===== config.mk =====
export PLATFORM = sky130hd
export DESIGN_NAME = pong_core
export DESIGN_NICKNAME = d
export VERILOG_FILES = /design/src/rtl/pong_core.sv
export SDC_FILE = /design/constraint.sdc
export NUM_CORES = 1
export LEC_CHECK = 0
export ABC_AREA = 0
export CAP_MARGIN = 15
export CORE_MARGIN = 2
export CORE_UTILIZATION = 40
export CTS_CLUSTER_SIZE = 30
export DETAILED_ROUTE_END_ITERATION = 8
export SYNTH_ARGS = -nofsm -noshare
export SYNTH_HDL_FRONTEND = slang
export SYNTH_SLANG_ARGS = --single-unit

===== constraint.sdc =====
create_clock -name i_clk -period 7.4 [get_ports i_clk]
set_input_delay 1.11 -clock i_clk [delete_from_list [all_inputs] [get_ports i_clk]]
set_output_delay 1.11 -clock i_clk [all_outputs]
set_load 0.1 [all_outputs]

===== src/rtl/pong_core.sv =====
`default_nettype none
// ============================================================================
// Module      : pong_core
// Description : Per-frame Pong engine and pixel renderer. Game state advances
//               once per frame on the rising edge of vertical blank; the rest
//               of the frame renders that state to 3-bit RGB.
//               Optional macro PONG_AUTOPADDLE_EN: right paddle tracks the ball.
// Revision    : 1.0 - initial release
// ============================================================================
module pong_core #(
    parameter int HRES         = 640,
    parameter int VRES         = 480,
    parameter int PAD_W        = 8,
    parameter int PAD_H        = 64,
    parameter int PAD_XL       = 16,
    parameter int PAD_XR       = 616,
    parameter int BALL_SZ      = 8,
    parameter int BALL_SPD     = 2,
    parameter int PAD_SPD      = 4,
    parameter int WIN_SCORE    = 9,
    parameter int SERVE_FRAMES = 60
) (
    input  logic        i_clk,
    input  logic        i_rst,
    input  logic [11:0] i_x,
    input  logic [11:0] i_y,
    input  logic        i_hblank,
    input  logic        i_vblank,
    input  logic        i_up_l,
    input  logic        i_dn_l,
    input  logic        i_up_r,
    input  logic        i_dn_r,
    input  logic        i_start,
    output logic        o_red,
    output logic        o_grn,
    output logic        o_blu,
    output logic [3:0]  o_score_l,
    output logic [3:0]  o_score_r,
    output logic [1:0]  o_state
);

    localparam logic [1:0] S_SERVE = 2'd0;
    localparam logic [1:0] S_PLAY  = 2'd1;
    localparam logic [1:0] S_OVER  = 2'd2;

    localparam int CNT_W = $clog2(SERVE_FRAMES + 1);
    localparam logic [CNT_W-1:0] C_CNT_LAST = CNT_W'(SERVE_FRAMES - 1);

    localparam logic signed [11:0] C_BALL_X0   = 12'(HRES / 2 - BALL_SZ / 2);
    localparam logic signed [11:0] C_BALL_Y0   = 12'(VRES / 2 - BALL_SZ / 2);
    localparam logic signed [11:0] C_PAD_Y0    = 12'((VRES - PAD_H) / 2);
    localparam logic signed [11:0] C_PAD_YMAX  = 12'(VRES - PAD_H);
    localparam logic signed [11:0] C_BALL_YMAX = 12'(VRES - BALL_SZ);
    localparam logic signed [11:0] C_BALL_XMAX = 12'(HRES - BALL_SZ);
    localparam logic signed [11:0] C_HIT_L     = 12'(PAD_XL + PAD_W);
    localparam logic signed [11:0] C_HIT_R     = 12'(PAD_XR - BALL_SZ);
    localparam logic signed [11:0] C_BSPD      = 12'(BALL_SPD);
    localparam logic signed [11:0] C_PSPD      = 12'(PAD_SPD);
    localparam logic signed [11:0] C_PAD_H     = 12'(PAD_H);
    localparam logic signed [11:0] C_BALL_SZ   = 12'(BALL_SZ);
    localparam logic signed [12:0] C_PXL_LO    = 13'(PAD_XL);
    localparam logic signed [12:0] C_PXL_HI    = 13'(PAD_XL + PAD_W);
    localparam logic signed [12:0] C_PXR_LO    = 13'(PAD_XR);
    localparam logic signed [12:0] C_PXR_HI    = 13'(PAD_XR + PAD_W);
    localparam logic [11:0]        C_MID       = 12'(HRES / 2);
    localparam logic [3:0]         C_WIN       = 4'(WIN_SCORE);

    logic [1:0]         r_state, w_state_nx;
    logic [CNT_W-1:0]   r_cnt, w_cnt_nx;
    logic [3:0]         r_score_l, r_score_r, w_score_l_nx, w_score_r_nx, w_sc;
    logic signed [11:0] r_bx, r_by, r_vx, r_vy, r_pyl, r_pyr;
    logic signed [11:0] w_bx_nx, w_by_nx, w_vx_nx, w_vy_nx, w_pyl_nx, w_pyr_nx;
    logic signed [11:0] w_nx, w_ny, w_by_new, w_vy_new, w_pyl_step, w_pyr_step;
    logic               w_ovl_l, w_ovl_r, w_pt_l, w_pt_r;
    logic               r_vblank_d, w_tick;
    logic [2:0]         r_rgb, w_rgb;
    logic signed [12:0] w_sx, w_sy;
    logic               w_in_ball, w_in_pl, w_in_pr, w_mid;

    function automatic logic signed [11:0] f_pad_step(
        input logic signed [11:0] py,
        input logic               up,
        input logic               dn
    );
        logic signed [11:0] v;
        v = py;
        if (up && !dn)
            v = (py < C_PSPD) ? 12'sd0 : py - C_PSPD;
        else if (dn && !up)
            v = (py + C_PSPD > C_PAD_YMAX) ? C_PAD_YMAX : py + C_PSPD;
        return v;
    endfunction

    assign w_tick     = i_vblank & ~r_vblank_d;
    assign w_pyl_step = f_pad_step(r_pyl, i_up_l, i_dn_l);

`ifdef PONG_AUTOPADDLE_EN
    logic signed [11:0] w_diff;
    logic               w_unused_btn;
    assign w_diff       = (r_by + 12'(BALL_SZ / 2)) - (r_pyr + 12'(PAD_H / 2));
    assign w_pyr_step   = f_pad_step(r_pyr, w_diff < -C_PSPD, w_diff > C_PSPD);
    assign w_unused_btn = i_up_r ^ i_dn_r;
`else
    assign w_pyr_step = f_pad_step(r_pyr, i_up_r, i_dn_r);
`endif

    // Next-state and game datapath
    always_comb begin
        w_state_nx   = r_state;
        w_cnt_nx     = r_cnt;
        w_score_l_nx = r_score_l;
        w_score_r_nx = r_score_r;
        w_bx_nx      = r_bx;
        w_by_nx      = r_by;
        w_vx_nx      = r_vx;
        w_vy_nx      = r_vy;
        w_pyl_nx     = r_pyl;
        w_pyr_nx     = r_pyr;
        w_pt_l       = 1'b0;
        w_pt_r       = 1'b0;
        w_sc         = 4'd0;

        w_nx     = r_bx + r_vx;
        w_ny     = r_by + r_vy;
        w_by_new = w_ny;
        w_vy_new = r_vy;
        if (w_ny <= 12'sd0) begin
            w_by_new = 12'sd0;
            w_vy_new = C_BSPD;
        end else if (w_ny >= C_BALL_YMAX) begin
            w_by_new = C_BALL_YMAX;
            w_vy_new = -C_BSPD;
        end
        // Overlap uses the already-bounced row and the pre-tick paddles
        w_ovl_l = (w_by_new + C_BALL_SZ > r_pyl) && (w_by_new < r_pyl + C_PAD_H);
        w_ovl_r = (w_by_new + C_BALL_SZ > r_pyr) && (w_by_new < r_pyr + C_PAD_H);

        if (r_state == S_OVER && i_start) begin
            w_state_nx   = S_SERVE;
            w_cnt_nx     = '0;
            w_score_l_nx = 4'd0;
            w_score_r_nx = 4'd0;
            w_bx_nx      = C_BALL_X0;
            w_by_nx      = C_BALL_Y0;
            w_pyl_nx     = C_PAD_Y0;
            w_pyr_nx     = C_PAD_Y0;
        end else if (w_tick) begin
            w_pyl_nx = w_pyl_step;
            w_pyr_nx = w_pyr_step;
            case (r_state)
                S_SERVE: begin
                    w_bx_nx = C_BALL_X0;
                    w_by_nx = C_BALL_Y0;
                    if (r_cnt == C_CNT_LAST) begin
                        w_cnt_nx   = '0;
                        w_state_nx = S_PLAY;
                    end else begin
                        w_cnt_nx = r_cnt + CNT_W'(1);
                    end
                end
                S_PLAY: begin
                    w_by_nx = w_by_new;
                    w_vy_nx = w_vy_new;
                    if (r_vx < 12'sd0) begin
                        if (w_nx <= C_HIT_L && w_ovl_l) begin
                            w_bx_nx = C_HIT_L;
                            w_vx_nx = C_BSPD;
                        end else if (w_nx <= 12'sd0) begin
                            w_pt_r = 1'b1;
                        end else begin
                            w_bx_nx = w_nx;
                        end
                    end else begin
                        if (w_nx >= C_HIT_R && w_ovl_r) begin
                            w_bx_nx = C_HIT_R;
                            w_vx_nx = -C_BSPD;
                        end else if (w_nx >= C_BALL_XMAX) begin
                            w_pt_l = 1'b1;
                        end else begin
                            w_bx_nx = w_nx;
                        end
                    end
                    // A point recentres the ball and serves toward the conceder
                    if (w_pt_l || w_pt_r) begin
                        w_bx_nx = C_BALL_X0;
                        w_by_nx = C_BALL_Y0;
                        if (w_pt_l) begin
                            w_sc         = (r_score_l == C_WIN) ? r_score_l : r_score_l + 4'd1;
                            w_score_l_nx = w_sc;
                            w_vx_nx      = C_BSPD;
                        end else begin
                            w_sc         = (r_score_r == C_WIN) ? r_score_r : r_score_r + 4'd1;
                            w_score_r_nx = w_sc;
                            w_vx_nx      = -C_BSPD;
                        end
                        w_state_nx = (w_sc == C_WIN) ? S_OVER : S_SERVE;
                    end
                end
                default: ;
            endcase
        end
    end

    // Pixel renderer; x/y widened so they never alias negative positions
    always_comb begin
        w_sx      = $signed({1'b0, i_x});
        w_sy      = $signed({1'b0, i_y});
        w_in_ball = (w_sx >= 13'(r_bx)) && (w_sx < 13'(r_bx + C_BALL_SZ)) &&
                    (w_sy >= 13'(r_by)) && (w_sy < 13'(r_by + C_BALL_SZ));
        w_in_pl   = (w_sx >= C_PXL_LO) && (w_sx < C_PXL_HI) &&
                    (w_sy >= 13'(r_pyl)) && (w_sy < 13'(r_pyl + C_PAD_H));
        w_in_pr   = (w_sx >= C_PXR_LO) && (w_sx < C_PXR_HI) &&
                    (w_sy >= 13'(r_pyr)) && (w_sy < 13'(r_pyr + C_PAD_H));
        w_mid     = ((i_x == C_MID - 12'd1) || (i_x == C_MID)) && !i_y[4];
        w_rgb     = 3'b000;
        if (i_hblank || i_vblank)
            w_rgb = 3'b000;
        else if (w_in_ball)
            w_rgb = 3'b111;
        else if (w_in_pl)
            w_rgb = (r_state == S_OVER && r_score_l == C_WIN) ? 3'b100 : 3'b111;
        else if (w_in_pr)
            w_rgb = (r_state == S_OVER && r_score_r == C_WIN) ? 3'b100 : 3'b111;
        else if (w_mid)
            w_rgb = 3'b001;
    end

    always_ff @(posedge i_clk) begin
        if (i_rst) begin
            r_state    <= S_SERVE;
            r_cnt      <= '0;
            r_score_l  <= 4'd0;
            r_score_r  <= 4'd0;
            r_bx       <= C_BALL_X0;
            r_by       <= C_BALL_Y0;
            r_vx       <= C_BSPD;
            r_vy       <= C_BSPD;
            r_pyl      <= C_PAD_Y0;
            r_pyr      <= C_PAD_Y0;
            r_vblank_d <= 1'b1;
            r_rgb      <= 3'b000;
        end else begin
            r_state    <= w_state_nx;
            r_cnt      <= w_cnt_nx;
            r_score_l  <= w_score_l_nx;
            r_score_r  <= w_score_r_nx;
            r_bx       <= w_bx_nx;
            r_by       <= w_by_nx;
            r_vx       <= w_vx_nx;
            r_vy       <= w_vy_nx;
            r_pyl      <= w_pyl_nx;
            r_pyr      <= w_pyr_nx;
            r_vblank_d <= i_vblank;
            r_rgb      <= w_rgb;
        end
    end

    assign {o_red, o_grn, o_blu} = r_rgb;
    assign o_score_l = r_score_l;
    assign o_score_r = r_score_r;
    assign o_state   = r_state;

endmodule
`default_nettype wire


# [Word-level counts from Yosys, hierarchy flattened]
# Index checks and enable logic that the tools add are counted.
[op_classes] bitwise_logic=4 n_div=0 reduce_logical=47 add_sub_neg=16 shift=0 eq_ne=13 multipliers=0 n_lt_le_gt_ge=27 mux=56
[op_table] op="12-bit two-way mux" n=24
[op_table] op="13-bit by 12-bit >= comparator with 1-bit output" n=4
[op_table] op="13-bit less-than comparator" n=4
[op_table] op="12-bit case mux with 2 select lines" n=2
[op_table] op="4-bit two-way mux" n=7
[op_table] op="12-bit by 5-bit adder with 13-bit output, second input constant" n=2
[op_table] op="12-bit by 8-bit adder with 13-bit output, second input constant" n=2
[op_table] op="12-bit adder" n=2
[op_table] op="12-bit by 4-bit adder with 12-bit output, second input constant" n=2
[op_table] op="12-bit by 8-bit adder with 12-bit output, second input constant" n=2
[op_table] op="12-bit by 9-bit == test with 1-bit output, second input constant" n=2
[op_table] op="12-bit by 10-bit >= comparator with 1-bit output, second input constant" n=2
[op_table] op="12-bit by 11-bit >= comparator with 1-bit output, second input constant" n=2
[op_table] op="12-bit by 10-bit greater-than comparator with 1-bit output, second input constant" n=2
[op_table] op="12-bit greater-than comparator" n=2
[op_table] op="12-bit by 1-bit less-or-equal comparator with 1-bit output, second input constant" n=2
[op_table] op="12-bit less-than comparator" n=2
[op_table] op="12-bit by 4-bit less-than comparator with 1-bit output, second input constant" n=2
[op_table] op="12-bit by 4-bit subtractor with 12-bit output, second input constant" n=2
[op_table] op="1-bit logical AND" n=21
[op_table] op="4-bit AND reduction" n=5
[op_table] op="1-bit two-way mux" n=13
[op_table] op="12-bit by 5-bit adder with 12-bit output, second input constant" n=1
[op_table] op="4-bit == test, second input constant" n=3
[op_table] op="27 further kinds" n=51
[word_totals] memories=0 out_inout_bits=13 mem_bits_ro=0 ramBits=0 wordCells=175 latchBits=0 inputBits=33 reg_bits=92

# [Longest topological paths before layout]
[logic_depth] word_depth=22 mapped_depth=26 mapped_depth_nobuf=25

# [Worst setup path after synthesis]
# OpenSTA, ideal clock, no wires.
[synth_path] path_kind="reg2reg" start="reg r_vy[10]" end="reg r_bx[7]" synth_period_minus_slack_ns=5.825 path_buffers=1 path_stages_with_launch=25 t_arrival_ns=5.733 setup_time_ns=0.092 required_time_ns=7.308 slack_ns=1.575 cell_sequence="dfxtp_1 -> inv_1 -> fa_1 -> nor2b_1 -> o2111ai_1 -> and2_1 -> xor2_1 -> a211oi_1 -> nand2_1 -> a21oi_1 -> o21ai_0 -> inv_1 -> ha_1 -> inv_1 -> nor3_1 -> mux2i_1 -> ha_1 -> nand4_1 -> nor3_1 -> and2_1 -> a222oi_1 -> a21oi_1 -> or4_1 -> clkbuf_1 -> o32ai_1"
[synth_via] elab_chain_cells=16 word_cells_on_any_way=33 classes_between="2 x add/sub; 6 x order compare; 2 x eq/ne; 17 x mux; 6 x reduce/logical"
[synth_rtl] item="from (decl)" line_no="71" rtl="logic signed [11:0] r_bx, r_by, r_vx, r_vy, r_pyl, r_pyr;"
[synth_rtl] item="from (signal assigned)" line_no="250" rtl="r_vy <= w_vy_nx;"
[synth_rtl] item="12-bit adder (*)" line_no="124" rtl="w_ny = r_by + r_vy;"
[synth_rtl] item="12-bit by 10-bit >= comparator with 1-bit output" line_no="130" rtl="end else if (w_ny >= C_BALL_YMAX) begin"
[synth_rtl] item="12-bit two-way mux" line_no="130"
[synth_rtl] item="12-bit two-way mux (*)" line_no="127" rtl="if (w_ny <= 12'sd0) begin"
[synth_rtl] item="12-bit by 5-bit adder with 12-bit output" line_no="135, 136"
[synth_rtl] item="12-bit greater-than comparator (on tied branches)" line_no="136, 135"
[synth_rtl] item="1-bit logical AND (on tied branches)" line_no="136, 135"
[synth_rtl] item="1-bit logical AND (on tied branches)" line_no="174, 165"
[synth_rtl] item="1-bit two-way mux (on tied branches)" line_no="174, 165"
[synth_rtl] item="1-bit two-way mux" line_no="164" rtl="if (r_vx < 12'sd0) begin"
[synth_rtl] item="1-bit two-way mux" line_no="150" rtl="case (r_state)"
[synth_rtl] item="1-bit two-way mux" line_no="147" rtl="end else if (w_tick) begin"
[synth_rtl] item="1-bit two-way mux" line_no="138" rtl="if (r_state == S_OVER && i_start) begin"
[synth_rtl] item="1-bit logical OR" line_no="184" rtl="if (w_pt_l || w_pt_r) begin"
[synth_rtl] item="5-bit inequality test (no source line) or 12-bit two-way mux (tied branches)"
[synth_rtl] item="4-bit AND reduction (no source line) or 12-bit case mux with 2 select lines (tied branches)"
[synth_rtl] item="to (signal assigned)" line_no="247" rtl="r_bx <= w_bx_nx;"
[synth_rtl] item="to (decl)" line_no="71"
# Every way passes the cells marked *; elsewhere a longest branch is shown, timed or not. The select of a mux whose other input is x is not followed.
# A chain may end at the register's enable or synchronous reset.

# [Worst setup path in the final report]
# Same ends and word-level chain as after synthesis.

==> metrics.md <==
| Metric | Value |
|---|---|
| Fin crit share | `90.1%` |
| Initial DRC Count | `615` |
| DR vias/cell | `5.90` |
| Switching Power | `0.277 mW` |
| DRC Markers | `0` |
| Asr flop ratio synth | `0%` |
| Most frequent cells in the layout | `ha_1, inv_1, nand2_1` |
| Synthesis-stage register bit count | `65` |
| Starting Density | `40.4%` |
| Hold Crit Start | `r_cnt[5]` |
| GPL Wtd Cong | `0.908` |
| Mapped Cells | `1109` |
| CP Capture Type | `flop` |
| Synth Cell Area | `8440 sq um` |
| Status | `completed` |
| CTS Buffer Depth | `2` |
| Clk slew on worst S/H paths | `0.06 ns` |
| Fin. Hold Viols | `0` |
| Global Route met2 Usage | `37.7%` |
| Vias in the first global route | `7737` |
| R2R Path End | `r_bx[7]` |
| Power share of the combinational group | `17.9%` |
| Met3 Resource Use GR | `3.49%` |
| Total power after layout | `0.969 mW` |
| First-pass GRT wire length | `41.0 mm` |
| Ant diodes | `0` |
| Worst hold endpoint | `r_cnt[5]` |
| Met1 Resource Use GR | `32.5%` |
| Setup TNS | `0 ns` |
| Internal power | `0.692 mW` |
| Most common cell after layout, fill and taps aside | `ha_1` |
| Hold depth | `2` |
| Crit-path most repeated cell | `inv_1` |
| Critical Path Fanout Max | `12` |
| Drt total wl | `25.6 mm` |
| R2R depth | `23` |
| CTS tree | `built` |
| Largest net degree at the start of global routing | `25` |
| Leak Pwr | `3.92 nW` |
| Clock power frac | `44.9%` |
| Die area | `22300 sq um` |
| Clk sinks | `65` |
| Syn Area/Cell | `7.61 sq um` |
| Fraction of layout cells with a size suffix above 1 | `3.89%` |
| Die Wd | `149 um` |
| Dpl hpwl | `20.1 mm` |
| Least-Margin Pin Slew | `1.14 ns` |
| Reg-to-Reg Start | `r_vy[10]` |
| Synth unique cells | `76` |
| Ys flop type | `dfxtp_1` |
| Crit-path cells | `inv_1, fa_1, nor2b_1, o2111ai_1, and2_1, xor2_1, a211oi_1, nand2_1, a21oi_1, o21ai_0, inv_1, ha_1, inv_1, nor3_1, mux2i_1, ha_1, nand2_1, nor4_1, and2_1, a222oi_1, a21boi_1, or4_1, o32ai_1` |
| IO Pins | `46` |
| RSZ-0062 raised after global routing | `no` |
| Slowest CP cell | `or4_1` |
| # hold bufs at CTS | `0` |
| TritonCTS buffer count | `9` |
| Max Cap Viol | `0` |
| CP max stage delay | `0.69 ns` |
| Port Buffers | `45` |
| Dpl cell area | `9190 sq um` |
| Num rows | `53` |
| Clock latency at the later pin of the worst-skew pair | `0.35 ns` |
| Clk root buf | `clkbuf_16` |
| Area of the multi-input gates | `6760 sq um` |
| Total grt overflow | `0` |
| Yosys warnings | `0` |
| Number of flops mapped to enable cells by yosys | `0` |
| Clock skew | `0.00679 ns` |
| GRT Total Usage | `23.2%` |
| First-pass detailed-route iteration total | `5` |
| Nets | `1340` |
| # setup viols final | `0` |
| Final slew viol count | `0` |
| Placed cells | `1414` |
| Worst EP required | `7.65 ns` |
| Register area share after synthesis | `15.4%` |
| Crit start category | `flop` |
| Core ar. | `20900 sq um` |
| Layout filler cell count | `2084` |
| H-tree lvl count | `3` |
| PD cells | `102 nW/um^2` |
| Initial antenna violation count | `0` |
| Rel. slew slack | `24.2%` |
| Max Fclk | `0.150 GHz` |
| Chip Height | `149 um` |
| Cell area after layout | `9510 sq um` |
| Finished Core Util | `45.5%` |
| CP arrival | `6.92 ns` |
| Flop-to-flop setup slack | `0.73 ns` |
| Fin cells | `1431` |
| Switching Share | `28.6%` |
| P&R area growth vs syn | `12.6%` |
| Critical path class | `flop to flop` |
| Min Tclk post-route | `6.67 ns` |
| Seq pwr share | `37.2%` |
| Sequential cell area | `1300 sq um` |
| Vias | `8439` |
| Busiest metal layer after global routing | `met2` |
| Drt wl/cell | `17.9 um` |
| Post-DRT Antenna Nets | `0` |
| Peak supply drop | `110 uV` |
| Hold Crit Class | `flop to flop` |
[cells in the mapped netlist (all sizes together), types with 6 or more instances]
cell	count	area [sq um]
ha	153	1910
inv	83	312
a21oi	81	409
nand2	81	304
nor2	72	270
dfxtp	65	1300
o21ai	62	310
nand3	61	305
xnor2	50	438
nor3	34	170
clkbuf	26	97.6
and3	24	150
nand4	21	131
a21o	20	150
a211oi	17	128
o21a	17	128
nor2b	12	75.1
nand2b	11	68.8
nor4	11	75.1
o211ai	11	82.6
a31oi	10	68.8
o31ai	10	75.1
or3	10	62.6
a2111oi	9	78.8
and2	9	56.3
a22oi	8	60.1
nand3b	8	60.1
or2	7	43.8
a32oi	6	52.6
mux2i	6	60.1
o22ai	6	37.5
xor2	6	52.6
[layer usage]
| layer | part of all wire (%) | routed length, um |
|---|---|---|
| met1 | 48 | 12300 |
| met2 | 46 | 11700 |
| met5 | 0 | 0 |
| met3 | 4.6 | 1180 |
| met4 | 1.6 | 397 |
[cell families (layout without fill, tap and decap cells)]
family,after synthesis,after routing,share of synthesized area (%)
other cells,1,12,0.0444
mux,8,8,0.978
xor+xnor,56,56,5.81
flops,65,65,15.4
buf+inv,113,149,5.08
simple gates,383,383,23.2
fa+ha+maj,155,155,23.1
compound gates,328,328,26.3
[power by group through the flow]
stage | clock, mW | combinational [mW] | sequential [mW]
final | 0.435 | 0.173 | 0.360
after floorplan | 0 | 0.106 | 0.365
after global routing | 0.460 | 0.194 | 0.361
after CTS | 0.445 | 0.171 | 0.360
after global placement | 0 | 0.169 | 0.368
after detailed placement | 0 | 0.170 | 0.368
[worst max-delay path, delay by kind of cell, from the launching register on]
kind,cells,cell delay [ns]
DFF,1,0.48
xor gates and xnor gates,1,0.17
adders and majority gates,3,0.96
muxes,1,0.33
and+or+nand+nor,8,1.89
buffers and inverters,3,0.33
AOI/OAI and AO/OA,7,2.40
[timing repair]
action                                  CTS  global route
buffers inserted                          0             2
resized for setup                         0             2
endpoints found under the setup margin    0            20
[state kept, by name, summed over array words and instances (netlist names)]
name / flops
r_by: 12
r_cnt: 6
r_vy: 1
r_rgb: 3
r_pyr: 10
r_pyl: 10
r_vblank_d: 1
o_score_r: 4
o_state: 2
r_vx: 1
r_bx: 11
o_score_l: 4
[area by class of cell]
| class | instances | area share, % |
|---|---|---|
| Clock buffer | 10 | 2.51 |
| Clock inverter | 5 | 0.592 |
| Inverter | 83 | 3.28 |
| Multi-Input combinational cell | 942 | 71.1 |
| Sequential cell | 65 | 13.7 |
| Tap cell | 275 | 3.62 |
| Timing Repair Buffer | 51 | 5.21 |
[metrics by stage]
stage               setup WS (ns)  hold slack (ns)
finish                      0.733            0.490
global route                0.150            0.552
CTS                         0.286            0.493
detailed placement          0.354            0.482
global placement            0.644            0.471
floorplan                    1.57            0.458
[how the worst max path moves through the flow]
stage,startpoint,end,cells past startpoint,slack (ns)
3_3_place_gp,r_vy[10],r_bx[7],23,0.64
5_1_grt,r_by[1],r_bx[10],25,0.15
3_5_place_dp,r_vy[10],r_bx[7],23,0.35
6_report,r_vy[10],r_bx[7],23,0.73
2_1_floorplan,r_vy[10],r_bx[7],24,1.57
4_1_cts,r_vy[10],r_bx[7],23,0.29
Power figures use the tool's default switching activity.
